==> config.mk <==
export PLATFORM = sky130hd
export DESIGN_NAME = gray_dir_decoder
export DESIGN_NICKNAME = d
export VERILOG_FILES = /design/src/rtl/gray_dir_decoder_pkg.sv /design/src/rtl/gray_dir_decoder_gray3_to_bin.sv /design/src/rtl/gray_dir_decoder.sv
export SDC_FILE = /design/constraint.sdc
export NUM_CORES = 1
export LEC_CHECK = 0
export CORE_AREA = 2 2 39 41
export CTS_CLUSTER_DIAMETER = 100
export DETAILED_ROUTE_END_ITERATION = 8
export DIE_AREA = 0 0 41 43
export GPL_TIMING_DRIVEN = 0
export PLACE_DENSITY = 0.67
export SYNTH_ARGS = -nofsm -noshare
export SYNTH_HDL_FRONTEND = slang
export SYNTH_SLANG_ARGS = --single-unit
export TNS_END_PERCENT = 1
==> constraint.sdc <==
create_clock -name clk -period 5 [get_ports clk]
set_clock_uncertainty 0.05 [all_clocks]
set_input_delay 0.5 -clock clk [delete_from_list [all_inputs] [get_ports clk]]
set_output_delay 0.5 -clock clk [all_outputs]
set_load 0.1 [all_outputs]
==> src/rtl/gray_dir_decoder_pkg.sv <==
// Shared definitions for the Gray-code direction decoder.
// Holds the tracker state enum, the code width, the FAULT recovery length
// and the direction encoding used on output P.
package gray_dir_decoder_pkg;

    localparam int unsigned CODE_WIDTH = 3;

    // Consecutive unchanged samples needed in FAULT before resynchronising.
    localparam int unsigned FAULT_STABLE_CYCLES = 2;
    localparam int unsigned STABLE_W = $clog2(FAULT_STABLE_CYCLES + 1);
    localparam logic [STABLE_W-1:0] STABLE_LAST = STABLE_W'(FAULT_STABLE_CYCLES - 1);

    localparam logic DIR_UP   = 1'b0;
    localparam logic DIR_DOWN = 1'b1;

    // Index deltas (mod 2^CODE_WIDTH) that count as one legal move.
    localparam logic [CODE_WIDTH-1:0] DELTA_UP   = CODE_WIDTH'(1);
    localparam logic [CODE_WIDTH-1:0] DELTA_DOWN = '1;

    typedef enum logic [1:0] {
        SYNC,
        TRACK,
        FAULT
    } state_e;

endpackage

==> src/rtl/gray_dir_decoder_gray3_to_bin.sv <==
// Combinational Gray-to-binary converter for the 3-bit position code.
// Ports:
//   gray_i : Gray code {Y2,Y1,Y0}
//   bin_o  : binary position index 0..7
module gray3_to_bin
    import gray_dir_decoder_pkg::*;
(
    input  logic [CODE_WIDTH-1:0] gray_i,
    output logic [CODE_WIDTH-1:0] bin_o
);

    // Each binary bit is the XOR of all Gray bits at or above it.
    always_comb begin
        bin_o[2] = gray_i[2];
        bin_o[1] = gray_i[2] ^ gray_i[1];
        bin_o[0] = gray_i[2] ^ gray_i[1] ^ gray_i[0];
    end

endmodule

==> src/rtl/gray_dir_decoder.sv <==
// Recovers direction of travel from a 3-bit Gray-coded position and flags
// illegal jumps. The code is registered, converted to a binary index and
// compared with the previous index; a +1/-1 change (mod 8) is a step.
// Optional feature: define POSITION_COUNT_EN to add the 8-bit pos counter.
// Ports:
//   clk, reset  : rising-edge clock, synchronous active-high reset
//   Y0, Y1, Y2  : Gray code input (Y0 = LSB)
//   P           : direction of last step (0 up, 1 down)
//   step        : one-cycle pulse per legal single-position move
//   locked      : high while tracking
//   err         : high while in FAULT
//   pos         : wrapping position count (POSITION_COUNT_EN only)
module gray_dir_decoder
    import gray_dir_decoder_pkg::*;
(
    input  logic       clk,
    input  logic       reset,
    input  logic       Y0,
    input  logic       Y1,
    input  logic       Y2,
    output logic       P,
    output logic       step,
    output logic       locked,
`ifdef POSITION_COUNT_EN
    output logic       err,
    output logic [7:0] pos
`else
    output logic       err
`endif
);

    logic [CODE_WIDTH-1:0] y_q, y_d;
    logic [CODE_WIDTH-1:0] b, b_prev_q, diff;
    state_e                state_q, state_d;
    logic                  p_q, p_d;
    logic                  step_q, step_d;
    logic                  locked_q, locked_d;
    logic                  err_q, err_d;
    logic                  sync_loaded_q, sync_loaded_d;
    logic [STABLE_W-1:0]   stable_q, stable_d;

    gray3_to_bin u_gray3_to_bin (
        .gray_i (y_q),
        .bin_o  (b)
    );

    assign y_d  = {Y2, Y1, Y0};
    // 3-bit subtraction wraps naturally, so 7->0 gives +1 and 0->7 gives -1.
    assign diff = b - b_prev_q;

    always_comb begin
        state_d       = state_q;
        p_d           = p_q;
        step_d        = 1'b0;
        stable_d      = stable_q;
        sync_loaded_d = sync_loaded_q;
        unique case (state_q)
            SYNC: begin
                // First edge only establishes b_prev; the next one locks.
                if (!sync_loaded_q) begin
                    sync_loaded_d = 1'b1;
                end else begin
                    sync_loaded_d = 1'b0;
                    state_d       = TRACK;
                end
            end
            TRACK: begin
                if (diff == DELTA_UP) begin
                    step_d = 1'b1;
                    p_d    = DIR_UP;
                end else if (diff == DELTA_DOWN) begin
                    step_d = 1'b1;
                    p_d    = DIR_DOWN;
                end else if (diff != '0) begin
                    state_d  = FAULT;
                    stable_d = '0;
                end
            end
            FAULT: begin
                // diff == 0 means y_q did not change across the last edge.
                if (diff == '0) begin
                    if (stable_q == STABLE_LAST) begin
                        state_d       = SYNC;
                        stable_d      = '0;
                        sync_loaded_d = 1'b0;
                    end else begin
                        stable_d = stable_q + 1'b1;
                    end
                end else begin
                    stable_d = '0;
                end
            end
            default: begin
                state_d = SYNC;
            end
        endcase
        locked_d = (state_d == TRACK);
        err_d    = (state_d == FAULT);
    end

    always_ff @(posedge clk) begin
        if (reset) begin
            y_q           <= '0;
            b_prev_q      <= '0;
            state_q       <= SYNC;
            p_q           <= DIR_UP;
            step_q        <= 1'b0;
            locked_q      <= 1'b0;
            err_q         <= 1'b0;
            sync_loaded_q <= 1'b0;
            stable_q      <= '0;
        end else begin
            y_q           <= y_d;
            b_prev_q      <= b;
            state_q       <= state_d;
            p_q           <= p_d;
            step_q        <= step_d;
            locked_q      <= locked_d;
            err_q         <= err_d;
            sync_loaded_q <= sync_loaded_d;
            stable_q      <= stable_d;
        end
    end

    assign P      = p_q;
    assign step   = step_q;
    assign locked = locked_q;
    assign err    = err_q;

`ifdef POSITION_COUNT_EN
    logic [7:0] pos_q, pos_d;

    // step_d is only ever set in TRACK, so pos holds in SYNC and FAULT.
    always_comb begin
        pos_d = pos_q;
        if (step_d) begin
            pos_d = (p_d == DIR_DOWN) ? pos_q - 8'd1 : pos_q + 8'd1;
        end
    end

    always_ff @(posedge clk) begin
        if (reset) begin
            pos_q <= '0;
        end else begin
            pos_q <= pos_d;
        end
    end

    assign pos = pos_q;
`endif

endmodule

# After elaboration in Yosys (flattened, before gate mapping)
# Index checks and enable logic that the tools add are counted.
[totals]
ff_bits = 15
inputBits = 5
elab_cells = 57
[classes]
bitwise = 3
n_eq_ne = 12
n_reduce_logical = 10
add_sub_neg = 2
muxes = 21
[op_table]
columns = ["op", "n"]
rows = [
  ["two-way mux 2 bit", 11],
  ["!= test 2 bit (second input constant)", 5],
  ["two-way mux 1 bit", 7],
  ["== test 2 x 1 -> 1 bit (second input constant)", 3],
  ["one-hot mux 2 bit (3 select lines)", 1],
  ["nonzero test 2 bit", 3],
  ["== test 2 bit (second input constant)", 2],
  ["one-hot mux 2 bit (2 select lines)", 1],
  ["AND reduction 4 bit", 1],
  ["== test 3 x 1 -> 1 bit (second input constant)", 1],
  ["== test 3 bit (second input constant)", 1],
  ["zero test 3 bit", 1],
  ["AND reduction 3 bit", 1],
  ["nonzero test 3 bit", 1],
  ["subtractor 3 bit", 1],
  ["adder 2 x 1 -> 2 bit (second input constant)", 1],
  ["zero test 2 bit", 1],
  ["one-hot mux 1 bit (2 select lines)", 1],
  ["AND reduction 2 bit", 1],
  ["OR reduction 2 bit", 1],
  ["XOR 1 bit", 2],
  ["inverter 1 bit", 1],
]

# Logic depth before layout (Yosys ltp)
# Gate-level depths: netlist of run 1.
[logic_depth]
depth_word = 9
ltp_mapped = 8
mapped_depth_nobuf = 8

# Cells and area by module
# From an unflattened synthesis of run 1, not the netlist that was laid out.
[unflattened]
hier_cells = 61
hier_area_um2 = 676.9
[modules_own_cells]
columns = ["mod", "area_each_um2", "cells_each", "seq_area_each_um2", "instances"]
rows = [
  ["gray_dir_decoder", 636.9, 58, 300.3, 1],
  ["gray3_to_bin", 40.0, 3, 0.0, 1],
]

# Least setup slack after synthesis of run 1
# OpenSTA, ideal clock, no wires.
[synth_path]
path_type = "register -> register"
from = "register y_q[2]"
to = "register stable_q[1]"
n_path_buf = 0
arrival_ps = 2181
slack_ps = 2653
required_time_ps = 4835
stages_incl_launch_ff = 9
path_cell_list = "dfxtp_1 xnor2_1 xor2_1 ha_1 fa_1 xnor3_2 mux2i_1 nand3b_1 and3_1"
[synth_between]
elab_chain_cells = 6
[synth_lines]
columns = ["element", "line", "text"]
rows = [
  ["start: declaration", "gray_dir_decoder.sv:32", "logic [CODE_WIDTH-1:0] y_q, y_d;"],
  ["start signal: assignment", "gray_dir_decoder.sv:113", "y_q <= y_d;"],
  ["XOR 1 bit", "gray_dir_decoder_gray3_to_bin.sv:15, gray_dir_decoder_gray3_to_bin.sv:16", ""],
  ["XOR 1 bit", "gray_dir_decoder_gray3_to_bin.sv:16", "bin_o[0] = gray_i[2] ^ gray_i[1] ^ gray_i[0];"],
  ["subtractor 3 bit *", "gray_dir_decoder.sv:49", "assign diff = b - b_prev_q;"],
  ["== test 3 bit (tied with other cells)", "gray_dir_decoder.sv:71", "end else if (diff == DELTA_DOWN) begin"],
  ["!= test 2 bit (no line) / two-way mux 2 bit (equally long branches)", "n/a", ""],
  ["AND reduction 4 bit (no line) / one-hot mux 2 bit (2 select lines) (equally long branches)", "n/a", ""],
  ["end signal: assignment", "gray_dir_decoder.sv:121", "stable_q <= stable_d;"],
  ["end: declaration", "gray_dir_decoder.sv:40", "logic [STABLE_W-1:0] stable_q, stable_d;"],
]
# Every way passes the cells marked *; elsewhere a longest branch is shown, timed or not.
# A chain may end at the register's enable or synchronous reset.

# Final worst setup path of run 1
# Ends and elaborated chain as after synthesis.

==> metrics.txt, run 1 <==
outcome finished clean; TritonRoute pass-1 iters 3; Hold Path Origin P$_SDFFE_PP0P_; final wirelength 852 um; IO Pins 9; core area 0.00138 mm^2; DR WL/cell 10.3 um; Overflow after GRT 0; Final Hold Fails 0; clock power share 0.194; reg-to-reg startpoint y_q[2]$_SDFF_PP0_; mux cell area share after synthesis 0.0171; synthesized area per cell 10.7 um^2; Die Y-Extent 43 um; share of the yosys chip area belonging to registers 0.512; Pwr Density 473 mW/mm^2; global-route usage over all layers 0.131; post-synth cell types 23; ANT nets after route 0; fin crit share 0.515; R2R depth 8; post-CTS resize count 0; CTS Buf Count 3; Buffers & Inverters on Critical Path 0; Die Area 0.00176 mm^2; Mapped Cells 55; hold_buf cts 0; number of global-route vias before repair 350; largest net degree at the start of global routing 11; Site Rows 14; Area growth syn-to-layout 21.5%; clock buffer depth 2; Top delay family on crit path XOR/XNOR gates; global-route wire length before repair 1450 um; Port Buffers 8; worst skew pair latency 0.27 ns; Fillers 144; Worst Hold Path EP P$_SDFFE_PP0P_; Slew HR 0.358; minimum clock period 2.58 ns; area of the multi-input gates 283 um^2; Critical Path RT 5.12 ns; DR vias 410; sw frac 0.374; Sequential Power Share 0.452; Starting Density 0.424; cells along the critical path xnor2_1, xor2_1, ha_1, fa_1, xnor3_2, mux2i_1, nand3b_1, and3_1; Finished Core Util 0.515; CTS root buf clkbuf_4; Clock Pin Slew Worst Setup and Hold Paths 0.08 ns; RSZ-0062 raised after global routing no; Die W 41 um; FMAX 388 MHz; xor-xnor portion of the synthesized cell area 0.0853; crit-path max FO 6; crit path capture type flop; adder-cell share of the synthesized area 0.0554; Synth Area in Compound Gates 0.111; antenna cells 0; slowest CP cell fa_1; share of post-route cells with drive strength above 1 0.0597; final net count 75; setup bufs post-CTS 0; setup TNS 0 ns; Syn Nets 62; P_int 0.000211 W; Critical Path Source Type flop; register area 300 um^2; Max Cap Violations 0; Slew @ Worst Pin 0.959 ns; leakage power 0.292 nW; Slew Viols, Final 0; max incr delay on CP 0.36 ns; Hold Crit Class flop to flop; Logic pwr share 0.353; Mapped Area 587 um^2; CTS H-tree depth 1; clock sink count 15; Final GP Congestion 0.725; Syn. warnings 0; Sw Pwr 0.000126 W; VDD IR-drop max 0.243 mV; CTS tree done; largest family of logic cells by synthesized area simple AND/OR/NAND/NOR gates; Hold Path Depth 2; DRC errors left 0; Yosys reg bits 15; 1st-iter DRT viols 9; initial antenna violation count 0; CP arrival 2.70 ns; r2r setup slk 2.42 ns; worst reg2reg endpoint stable_q[1]$_SDFFE_PP0P_; Worst Path Class, Setup flop to flop; Post-Synth Simple-Gate Area 0.213; Avg Vias per Cell 4.94; final setup vio count 0
==> per-stage QoR <==
step                instance area, um^2  instances  power (W)  hold slack [ns]  setup WS, ns
floorplan                           587         55   0.000249            0.403          2.65
global placement                    687         79   0.000274            0.406          2.45
detailed placement                  687         79   0.000275            0.418          2.42
CTS                                 713         83   0.000343            0.431          2.40
global route                        713         83   0.000361            0.456          2.17
finish                              713         83   0.000338            0.423          2.42
==> flip-flops by register name (all words and copies together), names as in the netlist <==
name / count
P: 1
b_prev_q: 3
err: 1
locked: 1
stable_q: 2
state_q: 2
step: 1
sync_loaded_q: 1
y_q: 3
==> placed cells by master, fill, tap and decap left out, types with 2 or more instances in the layout <==
| master | count |
|---|---|
| a2111oi_0 | 2 |
| a21oi_1 | 6 |
| nor2b_1 | 6 |
| xor2_1 | 2 |
| clkbuf_4 | 3 |
| clkbuf_1 | 2 |
| dfxtp_1 | 15 |
| clkdlybuf4s50_1 | 8 |
| nand2_1 | 3 |
| nor2_1 | 4 |
| nor3b_1 | 2 |
==> synth_stat cells <==
cell	count	area, um^2
a2111oi_0	2	17.5
nand2_1	3	11.3
xnor2_1	1	8.76
o21bai_1	1	7.51
mux2i_1	1	10.0
xnor3_2	1	23.8
nand4b_1	1	8.76
nor3_1	1	5.00
and2b_1	1	7.51
ha_1	1	12.5
nor2_1	4	15.0
nand3b_1	1	7.51
clkbuf_1	1	3.75
a21oi_1	6	30.0
fa_1	1	20.0
nor2b_1	6	37.5
nor3b_1	2	15.0
o211a_1	1	10.0
nand4_1	1	6.26
nand3_1	1	5.00
and3_1	1	6.26
dfxtp_1	15	300
xor2_1	2	17.5
==> layer usage <==
layer / part of all wire / track usage / vias up
met4: 0.026 / 0.120 / 0
met1: 0.50 / 0.169 / 186
met5: 0 / 0 / -
met3: 0.026 / 0.0471 / 2
li1: - / - / 217
met2: 0.45 / 0.159 / 5
==> cell type report <==
| class | count | share of cell area |
|---|---|---|
| multi-input combinational | 39 | 0.396 |
| buffer | 1 | 0.00526 |
| clock buffer | 4 | 0.0368 |
| tap | 16 | 0.0281 |
| sequential | 15 | 0.421 |
| timing repair buffer | 8 | 0.112 |
==> power groups by stage <==
stage,combinational [W],sequential (W),clock (W)
CTS,0.000120,0.000153,0.0000702
floorplan,0.0000531,0.000196,0
global placement,0.000119,0.000155,0
global route,0.000130,0.000155,0.0000764
finish,0.000119,0.000153,0.0000656
detailed placement,0.000119,0.000156,0
==> how the worst max path moves through the flow <==
stage,start,endpoint,slack [ns],depth (start not counted)
after floorplan,y_q[2]$_SDFF_PP0_,stable_q[1]$_SDFFE_PP0P_,2.65,8
after global placement,y_q[2]$_SDFF_PP0_,stable_q[1]$_SDFFE_PP0P_,2.45,8
after detailed placement,y_q[2]$_SDFF_PP0_,stable_q[1]$_SDFFE_PP0P_,2.42,8
after CTS,y_q[2]$_SDFF_PP0_,stable_q[1]$_SDFFE_PP0P_,2.40,8
after global routing,y_q[2]$_SDFF_PP0_,locked$_SDFF_PP0_,2.17,7
final,y_q[2]$_SDFF_PP0_,stable_q[1]$_SDFFE_PP0P_,2.42,8
==> logic make-up (layout without fill, tap and decap cells) <==
kind of cell	Yosys count	in the layout
adder cells (fa/ha/maj)	2	2
AND/OR/NAND/NOR	22	22
XOR/XNOR	4	4
buffers and inverters	1	13
AO/OA/AOI/OAI	10	10
flip-flops	15	15
multiplexers	1	1
==> tightest hold or removal path, cell delays in order (launching register included) <==
cell and delay, ns:
dfxtp_1 0.32, nand2_1 0.05, a21oi_1 0.05
(Power assumes the default switching activity.)
==> inputs of run 2 (changes only) <==
Settings changed: CORE_AREA 2 2 39 41 to 2 2 40 42, DIE_AREA 0 0 41 43 to 0 0 42 44.
Clock period 5 ns to 2.3 ns, I/O delays scaled along.
==> metrics.txt, run 2 (synthesis results as in run 1) <==
final net count 79 (+5.3%); Die Y-Extent 44 um (+2.3%); IO Pins 9 (unchanged); Port Buffers 8 (unchanged); final setup vio count 0 (unchanged); CTS Buf Count 3 (unchanged); outcome finished clean; TritonRoute pass-1 iters 4 (+1); Die W 42 um (+2.4%); Avg Vias per Cell 4.91 (-0.64%); Area growth syn-to-layout 35.0%; worst skew pair latency 0.28 ns (about the same); most common cell after layout, fill and taps aside dfxtp_1; CTS H-tree depth 1 (unchanged); R2R depth 8 (unchanged); Clock Pin Slew Worst Setup and Hold Paths 0.08 ns (about the same); ANT nets after route 0 (unchanged); fin crit share 0.987 (+0.472); VDD IR-drop max 0.475 mV (+95%); global-route usage over all layers 0.136 (+0.00485); minimum clock period 2.27 ns (-0.305 ns); Fillers 125 (-13%); Hold Crit Class flop to flop; final cell count without fillers 87 (+4.8%); biggest regs b_prev_q x3, y_q x3; Slew HR 0.359 (+0.000747); Final Hold Fails 0 (unchanged); share of post-route cells with drive strength above 1 0.239 (+0.180); sw frac 0.384 (+0.00904); Worst Path Class, Setup flop to flop; CTS root buf clkbuf_4; P_int 0.000487 W (+130%); DR vias 427 (+4.1%); worst reg2reg endpoint stable_q[1]$_SDFFE_PP0P_; clock buffer depth 2 (unchanged); reg-to-reg startpoint y_q[2]$_SDFF_PP0_; Post-DP HPWL 666 um; Starting Density 0.414 (-0.0105); Pwr Density 998 mW/mm^2 (+110%); DRC errors left 0 (unchanged); Slew @ Worst Pin 0.958 ns (-0.00112 ns); crit-path max FO 4 (-2); Hold Path Depth 2 (unchanged); dpl cells 79 (unchanged); r2r setup slk 0.03 ns (-2.39 ns); CTS tree done; DR WL/cell 11.5 um (+12%); number of global-route vias before repair 422 (+21%); Final GP Congestion 0.742 (+2.4%); commonest non-fill, non-tap cells in the layout dfxtp_1 (13), clkdlybuf4s50_1 (8), a21oi_1 (6), nor2b_1 (6), buf_4 (4); slack of the critical path 0.0291 ns (-2.39 ns); Max Cap Violations 0 (unchanged); largest net degree at the start of global routing 11 (unchanged); initial antenna violation count 0 (unchanged); CP arrival 2.40 ns (-0.30 ns); Overflow after GRT 0 (unchanged); Critical Path Source Type flop; leakage power 0.313 nW (+7.2%); met3 routed WL 41 um (+86%); Sw Pwr 0.000303 W (+140%); clock sink count 15 (unchanged); Top Metal Used met4; crit path capture type flop; clock power share 0.188 (-0.006); Site Rows 14 (unchanged); register area 305 um^2 (+1.7%); hold slack 0.430 ns (+0.00721 ns); Critical Path RT 2.43 ns (-2.69 ns); Die Area 0.00185 mm^2 (+4.8%); wire length on met2 445 um (+17%); 1st-iter DRT viols 5 (-4); M1 wire length 492 um (+15%); total power 0.000790 W (+130%); global-route wire length before repair 1810 um (+25%); Sequential Power Share 0.428 (-0.024); setup TNS 0 ns (unchanged); FMAX 440 MHz (+13%); dpl ws -0.167 ns (-2.59 ns); Worst Hold Path EP P$_SDFFE_PP0P_; RSZ-0062 raised after global routing yes; Hold Path Origin P$_SDFFE_PP0P_; Slew Viols, Final 0 (unchanged); core area 0.00142 mm^2 (+2.5%); Logic pwr share 0.383 (+0.030); antenna cells 0 (unchanged); final wirelength 998 um (+17%); area of the multi-input gates 327 um^2 (+15%)
-- run 2: worst max-delay path, stage by stage, from the launching register on --
cell and delay (ns):
dfxtp_4 0.37, xnor2_4 0.15, xor2_2 0.18, ha_2 0.18, fa_2 0.33, xnor3_2 0.26
mux2i_2 0.28, nand3b_1 0.17, and3_1 0.19
-- run 2: worst max-delay path by stage --
stage	from	to	slack (ns)	depth (start not counted)
CTS	y_q[2]$_SDFF_PP0_	stable_q[1]$_SDFFE_PP0P_	0.03	8
global placement	y_q[2]$_SDFF_PP0_	stable_q[1]$_SDFFE_PP0P_	-0.14	8
floorplan	y_q[2]$_SDFF_PP0_	stable_q[1]$_SDFFE_PP0P_	0.04	8
detailed placement	y_q[2]$_SDFF_PP0_	stable_q[1]$_SDFFE_PP0P_	-0.17	8
global route	y_q[2]$_SDFF_PP0_	stable_q[1]$_SDFFE_PP0P_	-0.06	8
finish	y_q[2]$_SDFF_PP0_	stable_q[1]$_SDFFE_PP0P_	0.03	8
-- run 2: through the flow --
step,util,instance area [um^2]
global placement,0.489,694
detailed placement,0.489,694
global route,0.558,792
finish,0.558,792
CTS,0.531,753
floorplan,-,594
-- run 2: layer usage --
layer | GRT usage | vias to the layer above
li1 | - | 223
met1 | 0.182 | 194
met2 | 0.178 | 8
met3 | 0.0375 | 2
met4 | 0.116 | 0
met5 | 0 | -
-- run 2: layout make-up --
| cell class | instances | area share |
|---|---|---|
| Buffer | 1 | 0.00474 |
| Sequential cell | 15 | 0.385 |
| Tap cell | 16 | 0.0253 |
| Clock buffer | 4 | 0.0332 |
| Multi-Input combinational cell | 39 | 0.412 |
| Timing Repair Buffer | 12 | 0.139 |
-- run 2: timing repair --
action                                  in CTS  in global routing
endpoints found under the setup margin       6                  7
hold buffers                                 0                  0
buffers inserted                             3                  1
resized for setup                            4                  7
pin swaps                                    2                  7
-- run 2: power groups by stage --
stage | clock (W) | combinational [W] | sequential (W)
floorplan | 0 | 0.000117 | 0.000427
global placement | 0 | 0.000259 | 0.000338
detailed placement | 0 | 0.000263 | 0.000340
CTS | 0.000153 | 0.000286 | 0.000335
global route | 0.000164 | 0.000324 | 0.000344
finish | 0.000149 | 0.000303 | 0.000338
